## config.mk

```make
export PLATFORM = sky130hd
export DESIGN_NAME = ysyx_041461_axi_demux
export DESIGN_NICKNAME = d
export VERILOG_FILES = /design/src/rtl/ysyx_041461_axi_pkg.sv /design/src/rtl/ysyx_041461_axi_addr_decode.sv /design/src/rtl/ysyx_041461_axi_demux.sv
export SDC_FILE = /design/constraint.sdc
export NUM_CORES = 1
export LEC_CHECK = 0
export ABC_CLOCK_PERIOD_IN_PS = 3900
export CAP_MARGIN = 0
export CELL_PAD_IN_SITES_DETAIL_PLACEMENT = 1
export CELL_PAD_IN_SITES_GLOBAL_PLACEMENT = 2
export CORE_AREA = 2 2 300 302
export CTS_BUF_LIST = sky130_fd_sc_hd__clkbuf_2
export CTS_CLUSTER_DIAMETER = 120
export CTS_CLUSTER_SIZE = 8
export DETAILED_ROUTE_END_ITERATION = 12
export DIE_AREA = 0 0 302 304
export PLACE_DENSITY = 0.71
export SLEW_MARGIN = 20
export SYNTH_ARGS = -nofsm -noshare
export SYNTH_HDL_FRONTEND = slang
export SYNTH_HIERARCHICAL = 1
export SYNTH_SLANG_ARGS = --single-unit
```

## constraint.sdc

```tcl
create_clock -name clk -period 3.9 [get_ports clk]
set_clock_uncertainty 0.15 [all_clocks]
set_input_delay 0.78 -clock clk [delete_from_list [all_inputs] [get_ports clk]]
set_output_delay 0.78 -clock clk [all_outputs]
set_load 0.05 [all_outputs]
```

## src/rtl/ysyx_041461_axi_pkg.sv

```systemverilog
// Shared definitions for the CPU-side AXI4 router: FSM states, response codes,
// target selects and the default address map.
package ysyx_041461_axi_pkg;

   localparam int ID_W   = 4;
   localparam int ADDR_W = 32;
   localparam int DATA_W = 64;
   localparam int STRB_W = 8;
   localparam int LEN_W  = 8;

   localparam logic [1:0] OKAY   = 2'b00;
   localparam logic [1:0] DECERR = 2'b11;

   localparam logic [31:0] CLINT_CMP_BASE_DEF  = 32'h0200_4000;
   localparam logic [31:0] CLINT_TIME_BASE_DEF = 32'h0200_bff8;
   localparam logic [31:0] MEM_BASE_DEF        = 32'h8000_0000;
   localparam logic [31:0] MEM_LIMIT_DEF       = 32'h87ff_ffff;

   typedef enum logic [3:0] {
      IDLE       = 4'd0,
      W_ADDR     = 4'd1,
      W_DATA     = 4'd2,
      W_RESP     = 4'd3,
      W_ERR_DATA = 4'd4,
      W_ERR_RESP = 4'd5,
      R_ADDR     = 4'd6,
      R_DATA     = 4'd7,
      R_ERR      = 4'd8
   } state_e;

   typedef enum logic [1:0] {
      TGT_CLINT = 2'd0,
      TGT_MEM   = 2'd1,
      TGT_ERR   = 2'd2
   } tgt_e;

   // Unsigned offset compare; an address below base wraps to a huge offset.
   function automatic logic in_window8(input logic [31:0] addr, input logic [31:0] base);
      logic [31:0] off;
      off = addr - base;
      return (off < 32'd8);
   endfunction

endpackage

```

## src/rtl/ysyx_041461_axi_addr_decode.sv

```systemverilog
// Combinational address/len decoder selecting CLINT, memory or a local DECERR.
module ysyx_041461_axi_addr_decode
   import ysyx_041461_axi_pkg::*;
#(
   parameter logic [31:0] CLINT_CMP_BASE  = CLINT_CMP_BASE_DEF,
   parameter logic [31:0] CLINT_TIME_BASE = CLINT_TIME_BASE_DEF,
   parameter logic [31:0] MEM_BASE        = MEM_BASE_DEF,
   parameter logic [31:0] MEM_LIMIT       = MEM_LIMIT_DEF
) (
   input  logic [31:0] i_addr,
   input  logic [7:0]  i_len,
   output tgt_e        o_tgt
);

   logic w_clint_win;

   assign w_clint_win = in_window8(i_addr, CLINT_CMP_BASE) | in_window8(i_addr, CLINT_TIME_BASE);

   // The CLINT never accepts bursts, so a burst into its window is an error.
   always_comb begin
      o_tgt = TGT_ERR;
      if (w_clint_win) begin
         o_tgt = (i_len == 8'd0) ? TGT_CLINT : TGT_ERR;
      end else if ((i_addr >= MEM_BASE) && (i_addr <= MEM_LIMIT)) begin
         o_tgt = TGT_MEM;
      end
   end

endmodule

```

## src/rtl/ysyx_041461_axi_demux.sv

```systemverilog
// Single-master, two-slave AXI4 router (CLINT / main memory), one transaction
// in flight; address phase registered, data and response channels muxed.
module ysyx_041461_axi_demux
   import ysyx_041461_axi_pkg::*;
#(
   parameter logic [31:0] CLINT_CMP_BASE  = CLINT_CMP_BASE_DEF,
   parameter logic [31:0] CLINT_TIME_BASE = CLINT_TIME_BASE_DEF,
   parameter logic [31:0] MEM_BASE        = MEM_BASE_DEF,
   parameter logic [31:0] MEM_LIMIT       = MEM_LIMIT_DEF
) (
   input  logic        clk,
   input  logic        rst,
   // CPU slave side
   input  logic        CPU_awvalid,
   output logic        CPU_awready,
   input  logic [3:0]  CPU_awid,
   input  logic [31:0] CPU_awaddr,
   input  logic [7:0]  CPU_awlen,
   input  logic [2:0]  CPU_awsize,
   input  logic [1:0]  CPU_awburst,
   input  logic        CPU_wvalid,
   output logic        CPU_wready,
   input  logic [63:0] CPU_wdata,
   input  logic [7:0]  CPU_wstrb,
   input  logic        CPU_wlast,
   input  logic        CPU_bready,
   output logic        CPU_bvalid,
   output logic [3:0]  CPU_bid,
   output logic [1:0]  CPU_bresp,
   input  logic        CPU_arvalid,
   output logic        CPU_arready,
   input  logic [3:0]  CPU_arid,
   input  logic [31:0] CPU_araddr,
   input  logic [7:0]  CPU_arlen,
   input  logic [2:0]  CPU_arsize,
   input  logic [1:0]  CPU_arburst,
   input  logic        CPU_rready,
   output logic        CPU_rvalid,
   output logic [3:0]  CPU_rid,
   output logic [1:0]  CPU_rresp,
   output logic [63:0] CPU_rdata,
   output logic        CPU_rlast,
   // CLINT master side
   output logic        CLINT_awvalid,
   input  logic        CLINT_awready,
   output logic [3:0]  CLINT_awid,
   output logic [31:0] CLINT_awaddr,
   output logic [7:0]  CLINT_awlen,
   output logic [2:0]  CLINT_awsize,
   output logic [1:0]  CLINT_awburst,
   output logic        CLINT_wvalid,
   input  logic        CLINT_wready,
   output logic [63:0] CLINT_wdata,
   output logic [7:0]  CLINT_wstrb,
   output logic        CLINT_wlast,
   output logic        CLINT_bready,
   input  logic        CLINT_bvalid,
   input  logic [3:0]  CLINT_bid,
   input  logic [1:0]  CLINT_bresp,
   output logic        CLINT_arvalid,
   input  logic        CLINT_arready,
   output logic [3:0]  CLINT_arid,
   output logic [31:0] CLINT_araddr,
   output logic [7:0]  CLINT_arlen,
   output logic [2:0]  CLINT_arsize,
   output logic [1:0]  CLINT_arburst,
   output logic        CLINT_rready,
   input  logic        CLINT_rvalid,
   input  logic [3:0]  CLINT_rid,
   input  logic [1:0]  CLINT_rresp,
   input  logic [63:0] CLINT_rdata,
   input  logic        CLINT_rlast,
   // Memory master side
   output logic        MEM_awvalid,
   input  logic        MEM_awready,
   output logic [3:0]  MEM_awid,
   output logic [31:0] MEM_awaddr,
   output logic [7:0]  MEM_awlen,
   output logic [2:0]  MEM_awsize,
   output logic [1:0]  MEM_awburst,
   output logic        MEM_wvalid,
   input  logic        MEM_wready,
   output logic [63:0] MEM_wdata,
   output logic [7:0]  MEM_wstrb,
   output logic        MEM_wlast,
   output logic        MEM_bready,
   input  logic        MEM_bvalid,
   input  logic [3:0]  MEM_bid,
   input  logic [1:0]  MEM_bresp,
   output logic        MEM_arvalid,
   input  logic        MEM_arready,
   output logic [3:0]  MEM_arid,
   output logic [31:0] MEM_araddr,
   output logic [7:0]  MEM_arlen,
   output logic [2:0]  MEM_arsize,
   output logic [1:0]  MEM_arburst,
   output logic        MEM_rready,
   input  logic        MEM_rvalid,
   input  logic [3:0]  MEM_rid,
   input  logic [1:0]  MEM_rresp,
   input  logic [63:0] MEM_rdata,
   input  logic        MEM_rlast
);

   state_e      r_state;
   state_e      w_next;
   tgt_e        r_tgt;
   tgt_e        w_aw_tgt;
   tgt_e        w_ar_tgt;
   logic [3:0]  r_id;
   logic [31:0] r_addr;
   logic [7:0]  r_len;
   logic [2:0]  r_size;
   logic [1:0]  r_burst;
   logic [7:0]  r_cnt;
   logic        w_to_clint;

   ysyx_041461_axi_addr_decode #(
      .CLINT_CMP_BASE (CLINT_CMP_BASE),
      .CLINT_TIME_BASE(CLINT_TIME_BASE),
      .MEM_BASE       (MEM_BASE),
      .MEM_LIMIT      (MEM_LIMIT)
   ) u_aw_dec (
      .i_addr(CPU_awaddr),
      .i_len (CPU_awlen),
      .o_tgt (w_aw_tgt)
   );

   ysyx_041461_axi_addr_decode #(
      .CLINT_CMP_BASE (CLINT_CMP_BASE),
      .CLINT_TIME_BASE(CLINT_TIME_BASE),
      .MEM_BASE       (MEM_BASE),
      .MEM_LIMIT      (MEM_LIMIT)
   ) u_ar_dec (
      .i_addr(CPU_araddr),
      .i_len (CPU_arlen),
      .o_tgt (w_ar_tgt)
   );

   assign w_to_clint = (r_tgt == TGT_CLINT);

   // AW wins over AR in IDLE because awready is unconditional there.
   always_ff @(posedge clk) begin
      if (rst) begin
         r_state <= IDLE;
         r_tgt   <= TGT_CLINT;
         r_id    <= '0;
         r_addr  <= '0;
         r_len   <= '0;
         r_size  <= '0;
         r_burst <= '0;
         r_cnt   <= '0;
      end else begin
         r_state <= w_next;
         if ((r_state == IDLE) && CPU_awvalid) begin
            r_tgt   <= w_aw_tgt;
            r_id    <= CPU_awid;
            r_addr  <= CPU_awaddr;
            r_len   <= CPU_awlen;
            r_size  <= CPU_awsize;
            r_burst <= CPU_awburst;
         end else if ((r_state == IDLE) && CPU_arvalid) begin
            r_tgt   <= w_ar_tgt;
            r_id    <= CPU_arid;
            r_addr  <= CPU_araddr;
            r_len   <= CPU_arlen;
            r_size  <= CPU_arsize;
            r_burst <= CPU_arburst;
            r_cnt   <= CPU_arlen;
         end else if ((r_state == R_ERR) && CPU_rready && (r_cnt != 8'd0)) begin
            r_cnt <= r_cnt - 8'd1;
         end
      end
   end

   always_comb begin
      w_next        = r_state;
      CPU_awready   = 1'b0;
      CPU_wready    = 1'b0;
      CPU_bvalid    = 1'b0;
      CPU_bid       = '0;
      CPU_bresp     = '0;
      CPU_arready   = 1'b0;
      CPU_rvalid    = 1'b0;
      CPU_rid       = '0;
      CPU_rresp     = '0;
      CPU_rdata     = '0;
      CPU_rlast     = 1'b0;
      CLINT_awvalid = 1'b0;
      CLINT_awid    = '0;
      CLINT_awaddr  = '0;
      CLINT_awlen   = '0;
      CLINT_awsize  = '0;
      CLINT_awburst = '0;
      CLINT_wvalid  = 1'b0;
      CLINT_wdata   = '0;
      CLINT_wstrb   = '0;
      CLINT_wlast   = 1'b0;
      CLINT_bready  = 1'b0;
      CLINT_arvalid = 1'b0;
      CLINT_arid    = '0;
      CLINT_araddr  = '0;
      CLINT_arlen   = '0;
      CLINT_arsize  = '0;
      CLINT_arburst = '0;
      CLINT_rready  = 1'b0;
      MEM_awvalid   = 1'b0;
      MEM_awid      = '0;
      MEM_awaddr    = '0;
      MEM_awlen     = '0;
      MEM_awsize    = '0;
      MEM_awburst   = '0;
      MEM_wvalid    = 1'b0;
      MEM_wdata     = '0;
      MEM_wstrb     = '0;
      MEM_wlast     = 1'b0;
      MEM_bready    = 1'b0;
      MEM_arvalid   = 1'b0;
      MEM_arid      = '0;
      MEM_araddr    = '0;
      MEM_arlen     = '0;
      MEM_arsize    = '0;
      MEM_arburst   = '0;
      MEM_rready    = 1'b0;

      unique case (r_state)
         IDLE: begin
            CPU_awready = 1'b1;
            CPU_arready = ~CPU_awvalid;
            if (CPU_awvalid) begin
               w_next = (w_aw_tgt == TGT_ERR) ? W_ERR_DATA : W_ADDR;
            end else if (CPU_arvalid) begin
               w_next = (w_ar_tgt == TGT_ERR) ? R_ERR : R_ADDR;
            end
         end
         W_ADDR: begin
            if (w_to_clint) begin
               CLINT_awvalid = 1'b1;
               CLINT_awid    = r_id;
               CLINT_awaddr  = r_addr;
               CLINT_awlen   = r_len;
               CLINT_awsize  = r_size;
               CLINT_awburst = r_burst;
               if (CLINT_awready) w_next = W_DATA;
            end else begin
               MEM_awvalid = 1'b1;
               MEM_awid    = r_id;
               MEM_awaddr  = r_addr;
               MEM_awlen   = r_len;
               MEM_awsize  = r_size;
               MEM_awburst = r_burst;
               if (MEM_awready) w_next = W_DATA;
            end
         end
         W_DATA: begin
            if (w_to_clint) begin
               CLINT_wvalid = CPU_wvalid;
               CLINT_wdata  = CPU_wdata;
               CLINT_wstrb  = CPU_wstrb;
               CLINT_wlast  = CPU_wlast;
               CPU_wready   = CLINT_wready;
            end else begin
               MEM_wvalid = CPU_wvalid;
               MEM_wdata  = CPU_wdata;
               MEM_wstrb  = CPU_wstrb;
               MEM_wlast  = CPU_wlast;
               CPU_wready = MEM_wready;
            end
            if (CPU_wvalid && CPU_wready && CPU_wlast) w_next = W_RESP;
         end
         W_RESP: begin
            if (w_to_clint) begin
               CPU_bvalid   = CLINT_bvalid;
               CPU_bid      = CLINT_bid;
               CPU_bresp    = CLINT_bresp;
               CLINT_bready = CPU_bready;
            end else begin
               CPU_bvalid = MEM_bvalid;
               CPU_bid    = MEM_bid;
               CPU_bresp  = MEM_bresp;
               MEM_bready = CPU_bready;
            end
            if (CPU_bvalid && CPU_bready) w_next = IDLE;
         end
         W_ERR_DATA: begin
            CPU_wready = 1'b1;
            if (CPU_wvalid && CPU_wlast) w_next = W_ERR_RESP;
         end
         W_ERR_RESP: begin
            CPU_bvalid = 1'b1;
            CPU_bid    = r_id;
            CPU_bresp  = DECERR;
            if (CPU_bready) w_next = IDLE;
         end
         R_ADDR: begin
            if (w_to_clint) begin
               CLINT_arvalid = 1'b1;
               CLINT_arid    = r_id;
               CLINT_araddr  = r_addr;
               CLINT_arlen   = r_len;
               CLINT_arsize  = r_size;
               CLINT_arburst = r_burst;
               if (CLINT_arready) w_next = R_DATA;
            end else begin
               MEM_arvalid = 1'b1;
               MEM_arid    = r_id;
               MEM_araddr  = r_addr;
               MEM_arlen   = r_len;
               MEM_arsize  = r_size;
               MEM_arburst = r_burst;
               if (MEM_arready) w_next = R_DATA;
            end
         end
         R_DATA: begin
            if (w_to_clint) begin
               CPU_rvalid   = CLINT_rvalid;
               CPU_rid      = CLINT_rid;
               CPU_rresp    = CLINT_rresp;
               CPU_rdata    = CLINT_rdata;
               CPU_rlast    = CLINT_rlast;
               CLINT_rready = CPU_rready;
            end else begin
               CPU_rvalid = MEM_rvalid;
               CPU_rid    = MEM_rid;
               CPU_rresp  = MEM_rresp;
               CPU_rdata  = MEM_rdata;
               CPU_rlast  = MEM_rlast;
               MEM_rready = CPU_rready;
            end
            if (CPU_rvalid && CPU_rready && CPU_rlast) w_next = IDLE;
         end
         R_ERR: begin
            CPU_rvalid = 1'b1;
            CPU_rid    = r_id;
            CPU_rresp  = DECERR;
            CPU_rlast  = (r_cnt == 8'd0);
            if (CPU_rready && (r_cnt == 8'd0)) w_next = IDLE;
         end
         default: w_next = IDLE;
      endcase
   end

endmodule

```

; After elaboration in Yosys (flattened, before gate mapping)
; Cells that the tools add are included.
[op_classes]
n_eq_ne = 21
muxes = 121
n_addsub = 5
magnitude_cmp = 8
bitwise_logic = 4
reduce_logical = 23
[ops]
columns = operator, count
row1 = $mux W64, 6
row2 = $mux W32, 8
row3 = $lt A32 B4 Y1 const B, 4
row4 = $sub A32 B26 Y32 const B, 4
row5 = $mux W8, 14
row6 = $mux W4, 25
row7 = $ge A32 B32 Y1 const B, 2
row8 = $le A32 B32 Y1 const B, 2
row9 = $mux W2, 18
row10 = $pmux W4 S9, 1
row11 = $mux W1, 32
row12 = $mux W3, 9
row13 = $logic_not A8 Y1, 3
row14 = $eq A4 B3 Y1 const B, 4
row15 = $pmux W4 S2, 2
row16 = $ne A3 B3 Y1 const B, 5
row17 = $logic_and A1 B1 Y1, 13
row18 = $reduce_and A11 Y1, 1
row19 = $ne A2 B2 Y1 const B, 5
row20 = $eq A4 B2 Y1 const B, 2
row21 = $pmux W1 S2, 4
row22 = $pmux W2 S2, 2
row23 = $reduce_bool A8 Y1, 1
row24 = $sub A8 B1 Y8 const B, 1
row25 = other kinds (10), 14
[word_totals]
out_inout_bits = 434
in_bits = 342
elab_cells = 190
register_bits = 63

; Longest topological paths before layout
[depth]
depth_word = 9
depth_mapped = 13

; Hierarchy
; The synthesis kept the hierarchy.
[modules_own_cells]
columns = mod, cells_per_inst, area_each_um2, instances
row1 = ysyx_041461_axi_demux, 1086, 6815.3, 1
row2 = ysyx_041461_axi_addr_decode, 131, 963.4, 2

; Worst setup path before layout
; Ideal clock, no wire load.
[synth_timing]
kind = flip-flop to output port
start = register r_state[2]
end = output CPU_rid[2]
slack_ps = 594
path_buffers = 3
t_arrival_ps = 2376
required_ps = 2970
path_stages_with_launch = 7
path_cell_list = dfxtp_1 -> buf_2 -> nand2_1 -> or2_2 -> clkbuf_1 -> clkbuf_1 -> o21ai_0
[synth_via]
elab_chain_cells = 2
elab_cells_between_ends = 3
cone_classes = 2 x eq/ne / 1 x mux
[synth_rtl]
columns = item, line
row1 = "start, declared", ysyx_041461_axi_demux.sv:105  ; state_e r_state;
row2 = "start signal, assigned", ysyx_041461_axi_demux.sv:154  ; r_state <= w_next;
row3 = $eq A4 B4 Y1 or $eq A4 B3 Y1 (tied branches), ysyx_041461_axi_demux.sv:226  ; unique case (r_state)
row4 = $pmux W4 S2 (*), ysyx_041461_axi_demux.sv:226
row5 = "end, declared", ysyx_041461_axi_demux.sv:39  ; output logic [3:0] CPU_rid,
; Every way passes the cells marked *; elsewhere a longest branch is shown, timed or not.

; Worst setup path after layout
[layout_timing]
start = register r_state[3]
end = output CLINT_wdata[36]
[layout_via]
elab_chain_cells = 2
[layout_rtl]
columns = item, line
row1 = $eq A4 B2 Y1, ysyx_041461_axi_demux.sv:226
row2 = $mux W64, ysyx_041461_axi_demux.sv:226
row3 = "end, declared", ysyx_041461_axi_demux.sv:53  ; output logic [63:0] CLINT_wdata,
; No other way between the ends.

==> run summary <==
TIMING
------------------------------------------------------------------------------------------
Number of hold-slack violations in the final timing report ..................            0
Setup repair after global routing missed its margin .........................           no
Final worst path period share ...............................................       93.65%
Maximum frequency from static timing analysis ...............................   0.2738 GHz
Worst slew margin ...........................................................       33.77%
Total Negative Setup Slacks .................................................         0 ns
Tightest Pin Transition .....................................................    0.9935 ns
Final count of negative-setup-slack endpoints ...............................            0
Setup slack of the critical path after layout ...............................    0.2478 ns
Max-slew violation count ....................................................            0
Time the worst path needs with I/O delays and setup .........................     3.652 ns

FLOORPLANNING
------------------------------------------------------------------------------------------
Total die area ..............................................................  91,810 um^2
Core Region .................................................................  89,050 um^2
DIE WIDTH ...................................................................       302 um
Initial core utilization ....................................................       9.817%
Number of placement rows ....................................................          110
Vertical extent of the die ..................................................       304 um
Number of top-level pins ....................................................          776

CTS
------------------------------------------------------------------------------------------
CTS H-Tree Depth ............................................................            3
Cts-stage hold buffer count .................................................            0
Clock tree from TritonCTS ...................................................         done
CTS Buf Count ...............................................................            9
Clock latency reported for the late side of the worst-skew pair .............      0.70 ns
Library cell used as clock root buffer ......................................     clkbuf_2
Clock edge transition at the registers on the reported setup and hold paths .      0.44 ns
Number of buffers on the longest clock path .................................            2
Number of clock sinks .......................................................           63

SYNTHESIS
------------------------------------------------------------------------------------------
Seq/Total Area, Yosys .......................................................       14.43%
Most used standard cells in the synthesized netlist ......................... and2_1 (346), nand2_1 (247), nor2_1 (103), a21oi_1 (84), clkbuf_1 (78)
Area contributors post-synth ................................................ and2_1 (25%), dfxtp_1 (14%), nand2_1 (11%)
Average size of a mapped cell ...............................................   6.485 um^2
Synthesized cell area .......................................................    8742 um^2
Most frequent cell after synthesis ..........................................       and2_1
Number of standard cells after synthesis ....................................        1,348
Syn nets ....................................................................        1,696
Count of unique library cells instantiated by Yosys .........................           80
Number of flops mapped to enable cells by yosys .............................            0
Post-synth top area share ...................................................       24.76%
Yosys warns .................................................................            6
Dominant cell type by area after synthesis ..................................       and2_1
Most used flip-flop cell after synthesis ....................................      dfxtp_1
Async S/R FF share, synth ...................................................           0%
Register bit count reported by yosys ........................................           63

LAYOUT
------------------------------------------------------------------------------------------
Area growth from synthesis to layout ........................................       158.3%
# fillers ...................................................................       10,335
Layout cells sized above 1 ..................................................       31.22%
Final design area excluding fillers .........................................  22,580 um^2
Non-filler cells in the finished layout .....................................        3,387
Final net count .............................................................        2,537

WORST SETUP PATH
------------------------------------------------------------------------------------------
End of the worst register-to-register path ..................................     r_cnt[1]
Critical setup path kind .................................................... flip-flop to output pin
Reg2reg start ...............................................................   r_state[0]
Required time reported for the critical path endpoint .......................      2.97 ns
Buffer and inverter count on the worst path .................................            3
Cell count along the critical path ..........................................            6
Chain of cells forming the critical path .................................... nand2b_1, buf_4, nor4_2, buf_12, and2_1, buf_12
Worst setup startpoint ......................................................   r_state[3]
Cell class contributing the biggest share of worst-path delay ............... simple AND/OR/NAND/NOR gates
Slowest cell on the critical path ...........................................      dfxtp_1
R2R depth ...................................................................            8
Arrival time at the worst endpoint ..........................................      2.72 ns
CP endpoint kind ............................................................   output pin
Crit path top cell by count .................................................       buf_12
Worst setup path end ........................................................ CLINT_wdata[36]
Setup slack on the worst flop-to-flop path ..................................      1.16 ns
Largest stage delay on the critical path ....................................      0.48 ns
Sort of element at the start of the critical path ...........................    flip-flop
Maximum fanout along the worst path .........................................           74

PWR
------------------------------------------------------------------------------------------
Net switching power .........................................................      4898 uW
P_leak ......................................................................  0.008851 uW
Pwr Density ................................................................. 369.7 nW/um^2
Switch share ................................................................       58.67%
Internal Power ..............................................................      3450 uW
Worst voltage drop across the vdd grid ......................................    0.2991 mV
Portion of total power attributed to sequential cells .......................        19.7%
Clock power frac ............................................................         6.8%
Logic pwr share .............................................................        73.5%

RUN STATUS
------------------------------------------------------------------------------------------
Outcome ..................................................................... complete, no violations

JOB
------------------------------------------------------------------------------------------
Max capacitance violation total .............................................            0

PLACED DESIGN
------------------------------------------------------------------------------------------
HPWL after detailed placement ...............................................     73.14 mm
Placed Area .................................................................  22,400 um^2
Dpl ws ......................................................................   -0.6629 ns
Final GP Congestion .........................................................       0.9043
Number of cells after detailed placement ....................................        3,352
Count of port buffers added during placement ................................          775

GLOBAL ROUTE
------------------------------------------------------------------------------------------
First-pass GRT wire length ..................................................     116.7 mm
Largest net degree at the start of global routing ...........................           79
Total congestion overflow after global routing ..............................            0
Combined global-route utilization of all metal layers .......................       18.04%
Antenna violations before repair ............................................           50
Number of global-route vias before repair ...................................       14,298

ROUTING
------------------------------------------------------------------------------------------
Total wire length after detailed routing ....................................     86.02 mm
Number of violations reported at the end of detailed-routing iteration 0 ....          669
Routed WL per cell ..........................................................     25.40 um
Routed via count divided by cell count ......................................        3.978
Final routed DRC violation total ............................................            0
Remaining number of nets flagged by the antenna check after routing .........            0
Total via count after detailed routing ......................................       13,475
Detailed Routing Iterations Pass 1 ..........................................            5

WORST HOLD PATH
------------------------------------------------------------------------------------------
Class of the tightest hold or removal check ................................. input port to flip-flop
Min-delay src ...............................................................  CPU_arid[2]

==> metrics by stage <==
step / power, uW / utilization [%] / hold WS [ns]
6_report: 8348 / 25.36 / 0.3336
5_1_grt: 8941 / 25.34 / 0.2613
4_1_cts: 8555 / 25.31 / 0.2042
3_5_place_dp: 7930 / 25.15 / 0.3396
3_3_place_gp: 7863 / 25.15 / 0.3294
2_1_floorplan: 4605 / - / 0.3066
==> what timing repair did <==
action	CTS	global route
endpoints found under the hold margin	0	0
setup buffers	2	0
resized for setup	5	0
endpoints found under the setup margin	182	0
==> power by group through the flow <==
stage | combinational [uW] | clock (uW) | sequential [uW]
final | 6130 | 571 | 1640
after global routing | 6580 | 637 | 1720
after CTS | 6250 | 629 | 1680
after detailed placement | 6240 | 0 | 1690
after global placement | 6180 | 0 | 1680
after floorplan | 3420 | 0 | 1180
==> final cells by class <==
type	count	area [um^2]	area share (%)
sequential	63	1265	5.602
antenna	17	42.54	0.1884
clock buffer	9	45.04	0.1995
inverter	17	65.06	0.2881
clock inverter	7	78.83	0.3491
multi-input combinational	1152	6943	30.75
timing repair buffer	946	12670	56.11
tap	1176	1471	6.516
==> metal layers <==
metal / global-route usage (%) / vias up / share of wire, %
met5: 0 / - / 0.12
met4: 5.480 / 16 / 2.6
met3: 5.083 / 108 / 7.1
met2: 32.17 / 509 / 51
met1: 20.63 / 6479 / 40
li1: - / 6363 / -
==> worst reg2reg max path: stages (launching register included) <==
cell	delay (ns)
dfxtp_2	0.46
buf_4	0.19
or4_4	0.54
clkinv_2	0.18
and2_2	0.20
buf_12	0.24
o21ai_2	0.25
a211o_1	0.34
a21oi_1	0.13
==> cell usage in the layout, fill, tap and decap left out, types with 24 or more instances in the layout <==
cell type and count:
mux2i_1 26, nor4_1 24, nand2_1 245, a311oi_1 45
dfxtp_1 60, buf_4 228, buf_12 377, and2_1 346
o21ai_0 30, clkdlybuf4s50_1 340, nor2_1 100, a21oi_1 84
==> state kept, by name, indices dropped and copies added, names as in the netlist <==
name and flops:
r_burst 2, r_addr 32, r_cnt 8, r_id 4
r_state 4, r_size 3, r_tgt 2, r_len 8
==> how the worst min path moves through the flow <==
| stage | slack (ns) | depth (start not counted) | to |
|---|---|---|---|
| 3_3_place_gp | 0.33 | 2 | r_cnt[7] |
| 4_1_cts | 0.20 | 3 | r_id[2] |
| 5_1_grt | 0.26 | 3 | r_id[2] |
| 6_report | 0.33 | 3 | r_id[2] |
| 3_5_place_dp | 0.34 | 2 | r_cnt[5] |
| 2_1_floorplan | 0.31 | 2 | r_cnt[5] |
==> kinds of logic (layout without fill, tap and decap cells) <==
| kind of cell | count (synthesis) | after routing | synth area share (%) |
|---|---|---|---|
| other | 0 | 17 | 0 |
| buffers and inverters | 133 | 979 | 6.970 |
| AND/OR/NAND/NOR | 849 | 849 | 52.44 |
| multiplexers | 30 | 30 | 3.578 |
| adder cells (fa/ha/maj) | 6 | 6 | 0.8587 |
| XOR/XNOR | 4 | 4 | 0.4008 |
| flip-flops | 63 | 63 | 14.43 |
| AO/OA/AOI/OAI | 263 | 263 | 21.33 |
Power figures use the tool's default switching activity.
